<file path="src/rtl/game_pkg.sv">
// Shared types and constants for the game-flow controller.
// High-score logic is enabled by defining GAME_CTRL_HISCORE_EN.
package game_pkg;

  typedef enum logic [1:0] {
    IDLE = 2'd0,
    ARM  = 2'd1,
    RUN  = 2'd2,
    OVER = 2'd3
  } game_state_t;

  typedef logic [3:0] bcd_digit_t;

  localparam logic [15:0] SCORE_MAX_BCD = 16'h9999;

endpackage

</file>
<file path="src/rtl/game_ctrl_if.sv">
// Player/timer-facing signal bundle of game_ctrl.
// master drives the inputs, slave is the controller.
interface game_ctrl_if;
  import game_pkg::*;

  logic        start_btn;
  logic        hit;
  logic        game_over;
  logic        timer_reset;
  logic        running;
  game_state_t state;
  logic [15:0] score_bcd;
  logic [15:0] hi_bcd;
  logic        new_hi;

  modport master (
    output start_btn, hit, game_over,
    input  timer_reset, running, state,
    input  score_bcd, hi_bcd, new_hi
  );

  modport slave (
    input  start_btn, hit, game_over,
    output timer_reset, running, state,
    output score_bcd, hi_bcd, new_hi
  );

endinterface

</file>
<file path="src/rtl/bcd_inc4.sv">
// Combinational 4-digit BCD incrementer, saturating at 9999.
module bcd_inc4
  import game_pkg::*;
(
  input  logic [15:0] value,
  output logic [15:0] result
);

  bcd_digit_t d;
  logic       carry;

  always_comb begin
    result = value;
    carry  = 1'b1;
    d      = '0;
    if (value != SCORE_MAX_BCD) begin
      for (int i = 0; i < 4; i++) begin
        d = value[i*4 +: 4];
        if (carry) begin
          if (d == 4'd9) begin
            result[i*4 +: 4] = 4'd0;
          end else begin
            result[i*4 +: 4] = d + 4'd1;
            carry = 1'b0;
          end
        end
      end
    end
  end

endmodule

</file>
<file path="src/rtl/game_ctrl.sv">
// Game-flow controller: start debounce, IDLE/ARM/RUN/OVER FSM, BCD score.
// Define GAME_CTRL_HISCORE_EN to build the high-score register.
module game_ctrl
  import game_pkg::*;
#(
  parameter int SYNC_STAGES     = 2,
  parameter int DEBOUNCE_CYCLES = 50000,
  parameter int ARM_CYCLES      = 4
) (
  input  logic      clock,
  input  logic      reset,
  game_ctrl_if.slave bus
);

  localparam int DW = $clog2(DEBOUNCE_CYCLES + 1);
  localparam int AW = $clog2(ARM_CYCLES + 1);

  logic [SYNC_STAGES-1:0] sync_q;
  logic [DW-1:0]          db_cnt;
  logic                   db_q;
  logic                   db_d1;
  logic                   synced;
  logic                   start_pulse;

  assign synced      = sync_q[SYNC_STAGES-1];
  assign start_pulse = db_q & ~db_d1;

  always_ff @(posedge clock) begin
    if (reset) begin
      sync_q <= '0;
      db_cnt <= '0;
      db_q   <= 1'b0;
      db_d1  <= 1'b0;
    end else begin
      sync_q <= {sync_q[SYNC_STAGES-2:0], bus.start_btn};
      db_d1  <= db_q;
      if (synced == db_q) begin
        db_cnt <= '0;
      end else if (db_cnt == DW'(DEBOUNCE_CYCLES - 1)) begin
        db_cnt <= '0;
        db_q   <= synced;
      end else begin
        db_cnt <= db_cnt + DW'(1);
      end
    end
  end

  game_state_t   state;
  game_state_t   state_n;
  logic [AW-1:0] arm_cnt;
  logic          arm_entry;
  logic [15:0]   score;
  logic [15:0]   score_inc;
  logic          timer_reset_q;
  logic          running_q;

  always_comb begin
    state_n = state;
    unique case (state)
      IDLE: if (start_pulse) state_n = ARM;
      ARM:  if (arm_cnt == AW'(ARM_CYCLES - 1)) state_n = RUN;
      RUN:  if (bus.game_over) state_n = OVER;
      OVER: if (start_pulse) state_n = ARM;
      default: state_n = IDLE;
    endcase
  end

  assign arm_entry = (state_n == ARM) && (state != ARM);

  bcd_inc4 u_inc (
    .value  (score),
    .result (score_inc)
  );

  always_ff @(posedge clock) begin
    if (reset) begin
      state         <= IDLE;
      arm_cnt       <= '0;
      score         <= '0;
      timer_reset_q <= 1'b1;
      running_q     <= 1'b0;
    end else begin
      state         <= state_n;
      arm_cnt       <= (state == ARM) ? arm_cnt + AW'(1) : '0;
      timer_reset_q <= (state == IDLE) || (state == ARM);
      running_q     <= (state == RUN);
      if (arm_entry)
        score <= '0;
      else if (state == RUN && bus.hit)
        score <= score_inc;
    end
  end

`ifdef GAME_CTRL_HISCORE_EN
  logic [15:0] hi_q;
  logic        new_hi_q;
  logic        over_first;

  // BCD digits order the same way as plain binary
  always_ff @(posedge clock) begin
    if (reset) begin
      hi_q       <= '0;
      new_hi_q   <= 1'b0;
      over_first <= 1'b0;
    end else begin
      over_first <= (state == RUN) && (state_n == OVER);
      if (arm_entry) begin
        new_hi_q <= 1'b0;
      end else if (over_first && state == OVER && score > hi_q) begin
        hi_q     <= score;
        new_hi_q <= 1'b1;
      end
    end
  end

  assign bus.hi_bcd = hi_q;
  assign bus.new_hi = new_hi_q;
`else
  assign bus.hi_bcd = '0;
  assign bus.new_hi = 1'b0;
`endif

  assign bus.state       = state;
  assign bus.score_bcd   = score;
  assign bus.timer_reset = timer_reset_q;
  assign bus.running     = running_q;

endmodule

</file>
<file path="src/flat_wrapper.sv">
// flat-port wrapper written by rule: the top's interface ports become plain ports
module game_ctrl_flat import game_pkg::*;
#(
  parameter int SYNC_STAGES     = 2,
  parameter int DEBOUNCE_CYCLES = 50000,
  parameter int ARM_CYCLES      = 4
)
  (clock, reset, bus_start_btn, bus_hit, bus_game_over, bus_timer_reset, bus_running, bus_state, bus_score_bcd, bus_hi_bcd, bus_new_hi);
  game_ctrl_if bus_i ();
  input  logic clock;
  input  logic reset;
  input wire logic [$bits(bus_i.start_btn)-1:0] bus_start_btn;
  input wire logic [$bits(bus_i.hit)-1:0] bus_hit;
  input wire logic [$bits(bus_i.game_over)-1:0] bus_game_over;
  output wire logic [$bits(bus_i.timer_reset)-1:0] bus_timer_reset;
  output wire logic [$bits(bus_i.running)-1:0] bus_running;
  output wire logic [$bits(bus_i.state)-1:0] bus_state;
  output wire logic [$bits(bus_i.score_bcd)-1:0] bus_score_bcd;
  output wire logic [$bits(bus_i.hi_bcd)-1:0] bus_hi_bcd;
  output wire logic [$bits(bus_i.new_hi)-1:0] bus_new_hi;
  assign bus_i.start_btn = bus_start_btn;
  assign bus_i.hit = bus_hit;
  assign bus_i.game_over = bus_game_over;
  assign bus_timer_reset = bus_i.timer_reset;
  assign bus_running = bus_i.running;
  assign bus_state = bus_i.state;
  assign bus_score_bcd = bus_i.score_bcd;
  assign bus_hi_bcd = bus_i.hi_bcd;
  assign bus_new_hi = bus_i.new_hi;
  game_ctrl #(.SYNC_STAGES(SYNC_STAGES), .DEBOUNCE_CYCLES(DEBOUNCE_CYCLES), .ARM_CYCLES(ARM_CYCLES)) u_core (.clock(clock), .reset(reset), .bus(bus_i));
endmodule
</file>
<file path="config.mk">
export PLATFORM = sky130hd
export DESIGN_NAME = game_ctrl_flat
export DESIGN_NICKNAME = d
export VERILOG_FILES = /design/src/rtl/game_pkg.sv /design/src/rtl/game_ctrl_if.sv /design/src/rtl/bcd_inc4.sv /design/src/rtl/game_ctrl.sv /design/src/flat_wrapper.sv
export SDC_FILE = /design/constraint.sdc
export NUM_CORES = 1
export LEC_CHECK = 0
export BUFFER_PORTS_ARGS = -buffer_cell sky130_fd_sc_hd__buf_2
export CORE_ASPECT_RATIO = 1.25
export CORE_MARGIN = 2
export CORE_UTILIZATION = 49
export DETAILED_ROUTE_END_ITERATION = 10
export GPL_ROUTABILITY_DRIVEN = 1
export GPL_TIMING_DRIVEN = 0
export PLACE_DENSITY = 0.72
export RECOVER_POWER = 100
export SLEW_MARGIN = 20
export SYNTH_ARGS = -nofsm -noshare
export SYNTH_HDL_FRONTEND = slang
export SYNTH_SLANG_ARGS = --single-unit
</file>
<file path="constraint.sdc">
create_clock -name clock -period 3.7 [get_ports clock]
set_input_delay 0.185 -clock clock [delete_from_list [all_inputs] [get_ports clock]]
set_output_delay 0.185 -clock clock [all_outputs]
set_load 0.01 [all_outputs]
</file>
==> impl_metrics.csv, run 1 <==
group,metric,value,unit
layout,drive_gt1_share,10.0,%
floorplanning,fp-row-count,26,
routing,vias_per_cell,5.01,
power,ir_worst_vdd,0.268,mV
routing,drc,0,
floorplanning,die_h,77.2,um
synth,ys_seq_area_share,41.0,%
synth,syn_area,2100,um2
timing,setup_violations,0,
timing,final_max_slew_viol_count,0,
cts,holdBufCountCts,0,
routing,final_antenna_net_count,0,
routing,firstDrtPassIters,4,
critical_path,worstPathArrival,2.85,ns
place,gp_congestion,0.843,
synth,synth_async_sr_flop_share,0,%
layout,area_growth,13.8,%
floorplanning,top_level_ports,42,
critical_path,r2r-start,"u_core.db_cnt[5]",
layout,antenna_cells,0,
cts,root_buffer,"clkbuf_8",
cts,cts_tree,"yes",
routing,drtIter0Drc,90,
critical_path,endpoint_kind,"register",
routing,wirelength,3750,um
grt,grt_max_degree,14,
synth,ys_warn_count,0,
grt,grt_overflow,0,
cts,clock_path_buffers,2,
floorplanning,core_area,4100,um2
power,p_leak,0.000856,uW
critical_path,critical_path_class,"register to register",
cts,clock_sinks,43,
layout,nets,299,
cts,postCtsSetupBuffers,0,
job,drv_cap,0,
routing,wire_per_inst,10.9,um
status,run_status,"finished clean",
critical_path,crit_path_start_kind,"register",
timing,finalCritPeriodShare,72.5,%
hold_path,hold_start,"bus_start_btn",
timing,worst_pin_slew,0.682,ns
cts,cts_resized,0,
timing,finalHoldViolations,0,
timing,rsz0062_at_grt,"false",
place,port_buffers,24,
synth,synth_edf_count,0,
synth,synth_top_area_share,41.0,%
synth,yosysUniqueCellTypes,39,
cts,clk_pin_slew,0.09,ns
cts,clkLatencyLatePin,0.29,ns
synth,ys.flop_type,"dfxtp_1",
timing,min_period,2.68,ns
critical_path,critPathRequiredTime,3.86,ns
grt,antenna_found_initial,0,
place,dp_hpwl,2750,um
critical_path,crit_fanout,10,
floorplanning,die_w,62.6,um
grt,grt.total_usage,16.0,%
layout,nFillCells,430,
synth,avgSynthCellArea,8.72,um2
power,p_total,902,uW
floorplanning,dieArea,4830,um2
synth,synth.largest_area_cell,"dfxtp_1",
critical_path,crit_path_start,"u_core.db_cnt[5]",
grt,grt_pass1_vias,1513,
routing,num_vias,1728,
timing,max_slew_margin,54.2,%
floorplanning,start_util,51.3,%
cts,htree_levels,2,
power,p_per_area,377,nW/um2
timing,max_freq,373,MHz
timing,clock_skew,0.0117,ns
timing,setup_tns,0,ns
synth,synth_seq_cells,43,
synth,synth_area_leaders,"dfxtp_1 41%, xnor2_1 6.7%, buf_4 6.1%, nor2_1 5.9%, ha_1 3.6%",
hold_path,hold_class,"input pin to register",
cts,cts_inserted_buffers,5,
grt,grt_pass1_wl,6350,um
synth,syn_inst,241,
-- power by group --
| group | internal, uW | switching, uW | total (uW) |
|---|---|---|---|
| sequential | 479 | 11.9 | 491 |
| clock | 132 | 155 | 287 |
| combinational | 50.7 | 73.5 | 124 |
-- synth_stat cells, types with 2 or more instances --
library cell  number
buf_4             17
o21ai_0            5
and2_1             2
or4_1              2
ha_1               6
inv_1             14
or3_1              3
nor4_1             7
nand4_1            9
o31ai_1            2
clkbuf_1           5
nand3_1           10
nand4bb_1          2
nor3_1            11
xnor2_1           16
nor2b_1            5
and3_1             2
xor2_1             3
a21oi_1           12
a211oi_1           2
nand2b_1           3
nor2_1            33
nor4bb_1           2
nand2_1            7
dfxtp_1           43
mux2i_1            5
-- metrics by stage --
step,hold slack [ns],util [%],setup WS (ns),area (um2),cells
floorplan,0.313,-,1.69,2160,257
global placement,0.395,57.4,1.53,2350,337
detailed placement,0.402,57.4,1.51,2350,337
CTS,0.0889,59.4,1.49,2440,345
global route,0.116,58.3,0.790,2390,345
finish,0.0964,58.3,1.02,2390,345
-- worst max-delay path, cell delays in order, from the launching register on --
cell and delay, ns:
dfxtp_1 0.37, or4_1 0.50, or4_1 0.57, o31ai_1 0.59, clkbuf_1 0.43, nor2_1 0.09
-- worst paths after layout --
| check | to | slack [ns] | cells past startpoint |
|---|---|---|---|
| worst max-delay path | u_core.db_cnt[14] | 1.02 | 5 |
| worst min-delay path | u_core.sync_q[0] | 0.1 | 2 |
| worst max register to register | u_core.db_cnt[14] | 1.02 | 5 |
| worst min register to register | u_core.arm_cnt[0] | 0.43 | 1 |
-- cells by family (layout without fill, tap and decap cells) --
group	count (synthesis)	after routing	share of synthesized area, %
adders and majority gates	6	6	3.57
xor gates and xnor gates	19	19	7.92
DFF	43	43	41.0
buffers and inverters	37	69	9.71
AOI/OAI and AO/OA	26	26	8.04
other	1	17	0.179
and+or+nand+nor	104	104	27.2
muxes	5	5	2.38
-- layer usage --
metal | track usage, % | wire (um)
met5 | 0 | 0
met4 | 6.00 | 55
met3 | 3.37 | 166
met2 | 29.7 | 1870
met1 | 17.8 | 1650
-- state kept, by name, indices dropped and copies added, names as in the netlist --
signal	count
u_core.arm_cnt	3
u_core.bus.running	1
u_core.bus.score_bcd	16
u_core.bus.state	2
u_core.bus.timer_reset	1
u_core.db_cnt	16
u_core.db_d1	1
u_core.db_q	1
u_core.sync_q	2
-- cells in the final DEF, fill, tap and decap left out, drive strengths merged, types with 2 or more instances in the layout --
cell type and instances:
nand2b 3, nor4 7, xor2 3, dfxtp 43
or4 3, conb 17, ha 6, mux2i 5
xnor2 16, nor2 33, nor4bb 2, nand2 7
nor3 11, or3 3, o21ai 5, nor2b 5
clkbuf 33, nand4 9, buf 20, a21oi 12
inv 14, nor3b 2, and2 2, nand4bb 2
a211oi 2, nand3 10, and3 2, o31ai 3
-- final cells by class --
class	instances	area [um2]	share of cell area, %
clock inverters	2	12.5	0.523
inverters	14	52.6	2.20
repair buffers	24	93.8	3.92
well taps	56	70.1	2.93
clock buffers	6	72.6	3.04
multi-input cells	177	1080	45.1
plain buffers	23	150	6.28
flip-flops and latches	43	861	36.0
No activity file was read; power rests on OpenSTA's default activity.
==> run 2: changes to the inputs <==
clock period = 2.8 ns   (was 3.7 ns; I/O delays follow)
==> run 2 against run 1 <==
Net effect:
- sequential share of layout area decreased by 0.22 points
- critical path type unchanged
- flip-flop and latch count unchanged
- core utilization increased by 0.37 points
- fmax increased by 19%
==> impl_metrics.csv, run 2 (same netlist as run 1, synthesis figures left out) <==
group,metric,value,unit
power,p_per_area,496,nW/um2
routing,drc,0,
timing,finalCritPeriodShare,80.3,%
floorplanning,start_util,51.3,%
cts,cts_resized,0,
timing,max_freq,445,MHz
cts,clock_path_buffers,2,
critical_path,slowest_delay,0.61,ns
layout,mostFrequentLayoutCells,"43 x dfxtp_1, 33 x nor2_1, 27 x clkbuf_1",
cts,htree_levels,2,
critical_path,cp_common_cell,"or4_1",
layout,final_area,2410,um2
cts,root_buffer,"clkbuf_8",
floorplanning,die_h,77.2,um
timing,min_period,2.25,ns
critical_path,crit_fanout,10,
floorplanning,fp-row-count,26,
cts,clk_pin_slew,0.09,ns
routing,wirelength,3740,um
cts,postCtsSetupBuffers,0,
cts,cts_inserted_buffers,5,
layout,final_common_cell,"dfxtp_1",
cts,cts_tree,"yes",
timing,setup_violations,0,
critical_path,path_cells,"or4_1, or4_1, o31ai_4, buf_2, nor2_1",
floorplanning,die_w,62.6,um
hold_path,hold_class,"input pin to register",
power,p_total,1190,uW
timing,setup_tns,0,ns
critical_path,critical_path_class,"register to register",
grt,grt_overflow,0,
place,post_dp_cell_area,2350,um2
routing,vias_per_cell,5.00,
critical_path,path_buf_inv,1,
place,gp_congestion,0.843,
floorplanning,core_area,4100,um2
timing,finalHoldViolations,0,
power,ir_worst_vdd,0.358,mV
critical_path,crit_family,"simple AND/OR/NAND/NOR gates",
job,drv_cap,0,
critical_path,worstPathArrival,2.43,ns
routing,final_antenna_net_count,0,
critical_path,critPathRequiredTime,2.98,ns
grt,grt_max_degree,14,
critical_path,crit_path_start_kind,"register",
grt,grt_pass1_vias,1513,
layout,nFillCells,428,
floorplanning,dieArea,4830,um2
timing,final_max_slew_viol_count,0,
status,run_status,"finished clean",
timing,rsz0062_at_grt,"false",
power,p_leak,0.000859,uW
layout,drive_gt1_share,10.7,%
routing,firstDrtPassIters,4,
routing,drtIter0Drc,78,
timing,max_slew_margin,64.3,%
place,dp_hpwl,2750,um
routing,num_vias,1725,
grt,grt.total_usage,16.0,%
place,port_buffers,24,
routing,wire_per_inst,10.8,um
cts,clkLatencyLatePin,0.29,ns
grt,grt_pass1_wl,6350,um
floorplanning,top_level_ports,42,
layout,nets,299,
critical_path,endpoint_kind,"register",
cts,holdBufCountCts,0,
critical_path,critical-path-slowest-cell,"or4_1",
layout,area_growth,14.5,%
timing,clock_skew,0.0116,ns
cts,clock_sinks,43,
grt,antenna_found_initial,0,
layout,antenna_cells,0,
timing,worst_pin_slew,0.529,ns
run 2: cell types whose count changed in the layout (fill, tap and decap cells not counted), sizes merged:
cell | previous run | this run
buf | 20 | 21
clkbuf | 33 | 32
run 2: layer usage:
metal | vias to the layer above | track usage (%) | share of wire, %
met5 | - | 0 | 0
met4 | 0 | 6.00 | 1.5
met3 | 4 | 3.37 | 4.8
met2 | 43 | 29.7 | 49
met1 | 785 | 17.8 | 44
li1 | 893 | - | -
run 2: layout make-up:
cell class	instances	area [um2]	share of cell area, %
Multi-Input combinational cell	177	1090	45.4
Clock inverter	2	12.5	0.520
Sequential cell	43	861	35.8
Inverter	14	52.6	2.18
Buffer	23	151	6.29
Tap cell	56	70.1	2.91
Timing Repair Buffer	24	93.8	3.90
Clock buffer	6	72.6	3.02
run 2: through the flow:
| step | setup slack [ns] | utilization [%] | hold WS, ns | cells |
|---|---|---|---|---|
| 5_1_grt | 0.415 | 58.7 | 0.0710 | 345 |
| 3_5_place_dp | 0.614 | 57.4 | 0.357 | 337 |
| 6_report | 0.550 | 58.7 | 0.0498 | 345 |
| 3_3_place_gp | 0.627 | 57.4 | 0.350 | 337 |
| 4_1_cts | 0.589 | 59.4 | 0.0439 | 345 |
| 2_1_floorplan | 0.791 | - | 0.268 | 257 |
run 2: worst paths after layout:
kind | startpoint | to | slack [ns] | cells after the start
min reg2reg | u_core.arm_cnt[0] | u_core.arm_cnt[0] | 0.43 | 1
min | bus_start_btn | u_core.sync_q[0] | 0.05 | 2
max reg2reg | u_core.db_cnt[5] | u_core.db_cnt[10] | 0.55 | 5
max | u_core.db_cnt[5] | u_core.db_cnt[10] | 0.55 | 5
run 2: report_power, final:
group	total, uW	switching (uW)	internal (uW)
clock	381	206	174
sequential	648	15.8	633
combinational	165	97.1	67.4
run 2: worst register-to-register path, delay by kind of cell (launching register included):
family | cells | cell delay (ns)
buffers and inverters | 1 | 0.28
AOI/OAI and AO/OA | 1 | 0.31
and+or+nand+nor | 3 | 1.18
DFF | 1 | 0.36
